### config.mk
export PLATFORM = sky130hd
export DESIGN_NAME = wr_port_rr_arb_mux
export DESIGN_NICKNAME = d
export VERILOG_FILES = /design/src/rtl/wr_port_rr_arb_mux.sv
export SDC_FILE = /design/constraint.sdc
export NUM_CORES = 1
export LEC_CHECK = 0
export BUFFER_PORTS_ARGS = -buffer_cell sky130_fd_sc_hd__buf_2
export CORE_AREA = 5 5 256 258
export DETAILED_ROUTE_END_ITERATION = 8
export DIE_AREA = 0 0 261 263
export GPL_ROUTABILITY_DRIVEN = 1
export PLACE_DENSITY = 0.43
export SYNTH_ARGS = -nofsm -noshare
export SYNTH_HDL_FRONTEND = slang
export SYNTH_SLANG_ARGS = --single-unit
export TNS_END_PERCENT = 100
### constraint.sdc
create_clock -name clk -period 7.05 [get_ports clk]
set_clock_uncertainty 0.2 [all_clocks]
set_input_delay 1.7625 -clock clk [delete_from_list [all_inputs] [get_ports clk]]
set_output_delay 1.7625 -clock clk [all_outputs]
set_load 0.01 [all_outputs]
### src/rtl/wr_port_rr_arb_mux.sv
// N-to-1 round-robin write-port arbiter/mux feeding a single-write-port register file.
// Optional grant locking is enabled by defining WR_PORT_LOCK_EN.
module wr_port_rr_arb_mux #(
  parameter int unsigned NUM_PORTS  = 8,
  parameter int unsigned ADDR_WIDTH = 6,
  parameter int unsigned DATA_WIDTH = 64,
  parameter int unsigned PTR_WIDTH  = 3
) (
  input  logic                             clk,
  input  logic                             rst,
  input  logic [NUM_PORTS-1:0]             port_wr_en,
  input  logic [NUM_PORTS*ADDR_WIDTH-1:0]  port_wr_addr,
  input  logic [NUM_PORTS*DATA_WIDTH-1:0]  port_wr_data,
  input  logic [NUM_PORTS-1:0]             port_wr_lock,
  output logic [NUM_PORTS-1:0]             port_grant,
  output logic                             muxed_port_wr_en,
  output logic [ADDR_WIDTH-1:0]            muxed_port_wr_addr,
  output logic [DATA_WIDTH-1:0]            muxed_port_wr_data,
  output logic [15:0]                      conflict_count
);

  localparam int unsigned CNT_WIDTH = 16;
  localparam int unsigned SUM_WIDTH = PTR_WIDTH + 1;
  localparam logic [PTR_WIDTH-1:0] LAST_IDX = PTR_WIDTH'(NUM_PORTS - 1);
  localparam logic [SUM_WIDTH-1:0] PORTS_S  = SUM_WIDTH'(NUM_PORTS);

  if (PTR_WIDTH != $clog2(NUM_PORTS)) begin : g_bad_ptr_width
    $error("PTR_WIDTH must equal clog2(NUM_PORTS)");
  end

  logic [PTR_WIDTH-1:0]  r_rr_ptr;
  logic                  r_wr_en;
  logic [ADDR_WIDTH-1:0] r_wr_addr;
  logic [DATA_WIDTH-1:0] r_wr_data;
  logic [CNT_WIDTH-1:0]  r_conflict_cnt;

  logic [NUM_PORTS-1:0]  w_elig;
  logic                  w_found;
  logic [PTR_WIDTH-1:0]  w_gnt_idx;
  logic [PTR_WIDTH-1:0]  w_next_ptr;
  logic [SUM_WIDTH-1:0]  w_sum;
  logic                  w_multi;

`ifdef WR_PORT_LOCK_EN
  typedef enum logic {
    ST_UNLOCKED = 1'b0,
    ST_LOCKED   = 1'b1
  } lock_state_t;

  lock_state_t          r_state;
  logic [PTR_WIDTH-1:0] r_owner;

  // While locked only the owner may win, even if it is idle this cycle.
  always_comb begin
    w_elig = port_wr_en;
    if (r_state == ST_LOCKED) begin
      w_elig = port_wr_en & (NUM_PORTS'(1) << r_owner);
    end
  end

  always_ff @(posedge clk or posedge rst) begin
    if (rst) begin
      r_state <= ST_UNLOCKED;
      r_owner <= '0;
    end else if (w_found) begin
      case (r_state)
        ST_UNLOCKED: begin
          if (port_wr_lock[w_gnt_idx]) begin
            r_state <= ST_LOCKED;
            r_owner <= w_gnt_idx;
          end
        end
        ST_LOCKED: begin
          if (!port_wr_lock[w_gnt_idx]) begin
            r_state <= ST_UNLOCKED;
          end
        end
      endcase
    end
  end
`else
  logic w_unused_lock;
  assign w_unused_lock = ^port_wr_lock;
  assign w_elig        = port_wr_en;
`endif

  // Scan eligible requesters starting at the round-robin pointer, wrapping modulo NUM_PORTS.
  always_comb begin
    w_found   = 1'b0;
    w_gnt_idx = '0;
    w_sum     = '0;
    for (int unsigned k = 0; k < NUM_PORTS; k++) begin
      w_sum = {1'b0, r_rr_ptr} + SUM_WIDTH'(k);
      if (w_sum >= PORTS_S) begin
        w_sum = w_sum - PORTS_S;
      end
      if (!w_found && w_elig[w_sum[PTR_WIDTH-1:0]]) begin
        w_found   = 1'b1;
        w_gnt_idx = w_sum[PTR_WIDTH-1:0];
      end
    end
  end

  always_comb begin
    port_grant = '0;
    if (w_found) begin
      port_grant[w_gnt_idx] = 1'b1;
    end
  end

  assign w_next_ptr = (w_gnt_idx == LAST_IDX) ? '0 : w_gnt_idx + PTR_WIDTH'(1);
  // Two or more requests present: clearing the lowest set bit leaves something behind.
  assign w_multi    = |(port_wr_en & (port_wr_en - NUM_PORTS'(1)));

  always_ff @(posedge clk or posedge rst) begin
    if (rst) begin
      r_rr_ptr       <= '0;
      r_wr_en        <= 1'b0;
      r_wr_addr      <= '0;
      r_wr_data      <= '0;
      r_conflict_cnt <= '0;
    end else begin
      r_wr_en <= w_found;
      if (w_found) begin
        r_wr_addr <= port_wr_addr[w_gnt_idx*ADDR_WIDTH +: ADDR_WIDTH];
        r_wr_data <= port_wr_data[w_gnt_idx*DATA_WIDTH +: DATA_WIDTH];
        r_rr_ptr  <= w_next_ptr;
      end
      if (w_multi && (r_conflict_cnt != '1)) begin
        r_conflict_cnt <= r_conflict_cnt + CNT_WIDTH'(1);
      end
    end
  end

  assign muxed_port_wr_en   = r_wr_en;
  assign muxed_port_wr_addr = r_wr_addr;
  assign muxed_port_wr_data = r_wr_data;
  assign conflict_count     = r_conflict_cnt;

endmodule

==> out/results.md, run 1 <==
• completed — status
• 90 — number of synthesized register bits
• 914 uV — worst vdd rail ir drop
• 263 um — Die H
• 37,500 um — Detailed Place HPWL
• mux4_2 — slowest CP cell
• 0.923 — final weighted congestion in routability-driven placement
• 0 — final setup fails
• 5.09 ns — Worst EP required
• 60 — count of cell types in the netlist
• 3 — H-tree depth
• 0 — Post-synth EDFFs
• flip-flop to flip-flop — type of the tightest min-delay check
• 0 — Final Slew Violations
• 100% — fraction of synthesis flops using an asynchronous set or reset pin
• 6.75 nW — Leakage
• 3 — number of antenna violations at the first check in global routing
• mux2_2, dfrtp_1, mux2i_1, o211ai_2, a32oi_1 — Synth area leaders
• 16.0% — initial core utilization
• 9.0% — Sequential Power Share
• 65.7% — layout cells sized above 1
• 475 — Initial DRC Count
• 11,000 — via count of the first global-routing pass
• 31.8% — worst slew slack as a fraction of its limit
• 10,200 — total vias in the final route
• 4.55 ns — arrival time of the worst setup path
• 0.52 ns — highest cell delay on the worst timing path
• 10.6 sq um — average cell area after synthesis
• 85.5% — combinational share of power
• 19.6 um — WL per Instance
• 24.1% — fraction of post-synthesis cell area in the top cell type by area
• 945 — instance count of the mapped netlist
• 5 — First-pass DRT Iterations
• 673 — Ports
• 0.0144 sq mm — Final Instance Area
• 0.07 ns — clock transition at the register clock pins on the worst setup and hold paths after CTS
• 0.0627 sq mm — area of the core
• 90 — clk sinks
• 43.0% — Area growth syn-to-layout
• 92.3% — period utilization
• 9 — cts bufs inserted
• buf_2, mux2_1, mux4_2, nand3b_4, a211o_1, nand3b_4, a41oi_4, buf_4, nor3b_1, buf_2 — cell-by-cell trace of the critical path
• 0 — hold bufs inserted after CTS
• input pin to output pin — type of the worst setup path
• mux2_2 — most area-hungry cell type in the Yosys netlist
• 0.38 ns — clock insertion delay at the later pin of the skew report
• 4.28 — average via count per standard cell
• 46,800 um — detailed-route wire length
• 1,526 — syn nets
• 0 — Yosys Warn Count
• 0.0100 sq mm — Cell Area, Synth
• 0 — post-CTS repair timing setup buffer count
• 261 um — width of the chip
• 5.81 mW — internal portion of total power
• 0.154 GHz — highest achievable clock rate
• 11 — maximum net fanout on the critical path
• 5.6% — Clock Power Share
• 664 — Port Buf Inserts
• 0 — ANT nets after route
• 22.4% — sequential share of the synthesized area
• no — RSZ-0062 raised after global routing
• 0.0686 sq mm — overall die area
• 12.7% — overall fraction of global-route tracks in use
• 11.6 mW — Overall Power
• 92 — # rows
• 49.7% — net switching fraction of the power
• 146 — largest net degree at the start of global routing
• clkbuf_16 — clock tree root buffer cell
• 67,600 um — global-route wire length before repair
• dfrtp_1 — most common flop cell mapped by yosys
• 0 — sum of overflow across all layers after global routing
• 0 — number of max-capacitance violations reported
• 0.0140 sq mm — placed standard-cell area
• output pin — category of the worst setup path capture point
• 0.295 ns — smallest hold slack
• mux2_2, mux2i_1, dfrtp_1 — most used standard cells in the synthesized netlist
• 0 ns — Total Negative Setup Slacks
• 2,118 — number of nets at the end of the flow
• 0 — hold violation count in the final report
• 6.51 ns — time the final worst path needs with I/O delays and setup
• yes — CTS tree
• 2 — Clock Tree Buf Depth
• 5.76 mW — total net switching power
• 1.02 ns — slew at the pin closest to its max-slew limit
• input pin — Critical Path Source Type
• 806 mW/mm^2 — Power Dens Cells
• mux2_2 — most repeated cell in the gate-level netlist after synthesis
• 0 — DRC errors left
• 0 — post-cts resize count
-- registers in the layout, indices dropped and copies added (netlist names) --
signal,count
muxed_port_wr_data,64
conflict_count,16
muxed_port_wr_addr,6
r_rr_ptr,3
muxed_port_wr_en,1
-- kinds of logic after synthesis --
| kind of cell | after synthesis | synth area share [%] |
|---|---|---|
| flip-flops | 90 | 22.4 |
| buffers and inverters | 112 | 7.06 |
| AND/OR/NAND/NOR | 155 | 7.99 |
| multiplexers | 381 | 42.4 |
| AO/OA/AOI/OAI | 184 | 17.9 |
| XOR/XNOR | 19 | 1.66 |
| adder cells (fa/ha/maj) | 4 | 0.474 |
-- per-layer routing --
metal / routed length (um) / share of wire, % / GRT usage (%) / vias to the layer above
met5: 0 / 0 / 0 / -
met4: 951 / 2.0 / 3.66 / 0
met3: 3010 / 6.4 / 2.64 / 37
met2: 24200 / 52 / 22.8 / 387
met1: 18600 / 40 / 15.2 / 4916
li1: - / - / - / 4889
-- critical path: cells and delay by family --
| kind | cells | cell delay, ns |
|---|---|---|
| compound gates | 2 | 0.77 |
| simple gates | 3 | 0.57 |
| mux | 2 | 0.83 |
| buf+inv | 3 | 0.61 |
-- per-stage QoR --
step | worst slack (ns) | utilization, % | std cells
6_report | 0.542 | 22.9 | 2390
5_1_grt | 0.363 | 22.9 | 2390
4_1_cts | 0.520 | 22.9 | 2388
3_5_place_dp | 0.529 | 22.3 | 2372
3_3_place_gp | 0.521 | 22.3 | 2372
2_1_floorplan | 0.604 | - | 945
-- path summary, 6_finish.rpt --
kind	startpoint	endpoint	slack, ns	depth (start not counted)
setup / recovery	port_wr_en[2]	port_grant[5]	0.54	10
hold / removal	muxed_port_wr_data[14]	muxed_port_wr_data[14]	0.29	2
setup reg to reg	r_rr_ptr[0]	muxed_port_wr_addr[4]	1.66	13
hold reg to reg	muxed_port_wr_data[14]	muxed_port_wr_data[14]	0.29	2
max in group asynchronous	rst	muxed_port_wr_data[62]	4.21	3
min in group asynchronous	rst	muxed_port_wr_data[36]	1.23	2
-- cells in the final DEF, fill, tap and decap left out, types with 14 or more instances in the layout --
cell type	synthesis	final
nor2_1	26	26
mux2i_1	148	148
mux2_2	215	215
buf_4	2	18
dfrtp_1	90	90
xor2_1	14	14
a32oi_1	70	70
buf_2	34	664
o211ai_2	70	70
nand2_1	16	16
nand3_1	76	76
-- power by group through the flow --
stage                     Sequential (mW)  Combinational, mW  Clock (mW)
final                                1.04               9.89       0.645
after CTS                            1.04               10.0       0.682
after global routing                 1.07               10.6       0.696
after global placement               1.04               9.89           0
after floorplan                      1.11               8.08           0
after detailed placement             1.04               10.0           0
-- area by class of cell --
class	count	area, sq um
repair buffers	684	3500
fillers	6905	48400
diodes	2	5.00
flip-flops and latches	90	2250
multi-input cells	743	7140
clock buffers	9	225
well taps	846	1060
clock inverters	7	146
inverters	9	36.3
Note: power is estimated with default switching activity, not from simulation.
==> inputs of run 2 (changes only) <==
==> config.mk (replaced) <==
export PLATFORM = sky130hd
export DESIGN_NAME = wr_port_rr_arb_mux
export DESIGN_NICKNAME = d
export VERILOG_FILES = /design/src/rtl/wr_port_rr_arb_mux.sv
export SDC_FILE = /design/constraint.sdc
export NUM_CORES = 1
export LEC_CHECK = 0
export CORE_AREA = 5 5 262 264
export DETAILED_ROUTE_END_ITERATION = 8
export DIE_AREA = 0 0 267 269
export DONT_BUFFER_PORTS = 1
export GPL_ROUTABILITY_DRIVEN = 1
export PLACE_DENSITY = 0.33
export SYNTH_ARGS = -nofsm -noshare
export SYNTH_HDL_FRONTEND = slang
export SYNTH_SLANG_ARGS = --single-unit
export TNS_END_PERCENT = 100
==> run 2 against run 1 <==
  * Sequential share of layout area increased by 4.8 points
  * Routed wire length decreased by 12%
  * Clock-buffer cell count increased by 2
  * Critical endpoint is now port_grant[2]
==> out/results.md, run 2 (synthesized netlist as in run 1, its figures left out) <==
• 0.156 GHz — highest achievable clock rate, +1.6%
• clkbuf_16 — clock tree root buffer cell
• 4.43 — average via count per standard cell, +3.6%
• 138 — largest net degree at the start of global routing, -5.5%
• 0 — post-CTS repair timing setup buffer count, unchanged
• 90.9% — period utilization, -1.4 points
• 0 — Final Slew Violations, unchanged
• 6.41 ns — time the final worst path needs with I/O delays and setup, -0.101 ns
• 0 — hold violation count in the final report, unchanged
• 257 — Initial DRC Count, -46%
• 0.00714 sq mm — combined area of the multi-input logic cells, unchanged
• 7,787 — total vias in the final route, -24%
• 9.53% — Area growth syn-to-layout
• 90 — clk sinks, unchanged
• r_rr_ptr[0] — Worst R2R Start
• conflict_count[3] — worst hold start
• 0 — ANT nets after route, unchanged
• 32,900 um — Detailed Place HPWL, -12%
• 0.07 ns — clock transition at the register clock pins on the worst setup and hold paths after CTS, about the same
• muxed_port_wr_data[2] — RR Endpoint
• 13 — cell depth of the worst flop-to-flop path, unchanged
• conflict_count[3] — capture endpoint of the worst hold path
• 269 um — Die H, +2.3%
• 267 um — width of the chip, +2.3%
• 5 — number of antenna violations at the first check in global routing, +2
• 0.0718 sq mm — overall die area, +4.6%
• no — RSZ-0062 raised after global routing
• yes — CTS tree
• 39.8% — layout cells sized above 1, -26 points
• 11 — maximum net fanout on the critical path, unchanged
• 7,404 — Layout fillers, +7.2%
• 4.44 ns — arrival time of the worst setup path, -0.11 ns
• 3 — H-tree depth, unchanged
• met2 — gr busiest metal
• 1 — depth of the worst hold-timing path, -1
• 95 — # rows, +3.3%
• 0 — number of max-capacitance violations reported, unchanged
• 0 — DRC errors left, unchanged
• 9 — cts bufs inserted, unchanged
• mux2_2, mux2i_1, dfrtp_1 — commonest cells after routing, fill and taps aside
• input pin — Critical Path Source Type
• 5.09 ns — Worst EP required, about the same
• 0 — final setup fails, unchanged
• 0 ns — Total Negative Setup Slacks, unchanged
• 10.5% — overall fraction of global-route tracks in use, -2.1 points
• 0.971 ns — slew at the pin closest to its max-slew limit, -0.0528 ns
• 0.00225 sq mm — register area, unchanged
• 2 — Clock Tree Buf Depth, unchanged
• 673 — Ports, unchanged
• 0 — hold bufs inserted after CTS, unchanged
• 35.3% — worst slew slack as a fraction of its limit, +3.5 points
• 1,456 — number of nets at the end of the flow, -31%
• 0 — Port Buf Inserts, -100%
• 41,200 um — detailed-route wire length, -12%
• completed — status
• 15.1% — initial core utilization, -0.87 points
• input pin to output pin — type of the worst setup path
• 8,433 — via count of the first global-routing pass, -24%
• 0 — sum of overflow across all layers after global routing, unchanged
• 13.0% — met1 GRT Util, -2.2 points
• 2.13% — met3 usage in global routing, -0.51 points
• 4 — First-pass DRT Iterations, -1
• 0 — post-cts resize count, unchanged
• 0.39 ns — clock insertion delay at the later pin of the skew report, about the same
• 1.58 ns — setup slack, reg-to-reg, -0.08 ns
• 0.766 — final weighted congestion in routability-driven placement, -17%
• output pin — category of the worst setup path capture point
• flip-flop to flip-flop — type of the tightest min-delay check
• 18.0% — met2 GRT Util, -4.8 points
• 23.5 um — WL per Instance, +20%
• 0.0663 sq mm — area of the core, +5.7%
• 56,600 um — global-route wire length before repair, -16%
• 64 — flip-flop count of the largest register, all copies and words added, unchanged
• mux2_2 — most frequent standard cell in the layout excluding fill and tap cells
## run 2: cell types whose count changed in the layout (fill, tap and decap cells not counted), moves of 2 or more
cell and change:
buf_2 -664, buf_4 +2, bufinv_16 -4, clkinv_4 +2, inv_6 -2
## run 2: metrics by stage
stage	hold slack, ns	setup slack, ns	instances	utilization [%]	cell area [sq um]
after floorplan	0.315	0.604	945	-	10000
after global routing	0.391	0.475	1755	16.6	11000
final	0.367	0.643	1756	16.6	11000
after global placement	0.351	0.627	1737	16.1	10700
after detailed placement	0.362	0.623	1737	16.1	10700
after CTS	0.374	0.600	1753	16.6	11000
## run 2: area by class of cell
class                           instances  share of cell area, %
Inverter                                9                  0.330
Clock inverter                          5                  0.353
Timing Repair Buffer                   22                   1.73
Antenna cell                            3                 0.0683
Multi-Input combinational cell        743                   64.9
Clock buffer                           11                   2.21
Sequential cell                        90                   20.5
Tap cell                              873                   9.93
## run 2: critical path: stages
cell	delay, ns
mux2_1	0.28
mux4_2	0.53
nand3b_4	0.18
a21oi_1	0.37
o21ai_0	0.21
a21oi_1	0.38
o221a_4	0.31
nand2_1	0.08
nor2_1	0.33
## run 2: worst max-delay path by stage
stage / start / to / cells past startpoint
floorplan: port_wr_en[3] / port_grant[1] / 11
CTS: port_wr_en[2] / port_grant[2] / 9
global placement: port_wr_en[2] / port_grant[2] / 9
global route: port_wr_en[2] / port_grant[2] / 9
detailed placement: port_wr_en[2] / port_grant[2] / 9
finish: port_wr_en[2] / port_grant[2] / 9
## run 2: layer usage
metal  vias to the layer above  wire length (um)
li1                       3566                 -
met1                      3840             16800
met2                       345             21000
met3                        34              2310
met4                         2              1050
met5                         -                13
Power of run 2 is left out: the tool's default activity adds up to more than one toggle a clock period on the data nets, which glitch-free logic cannot reach.
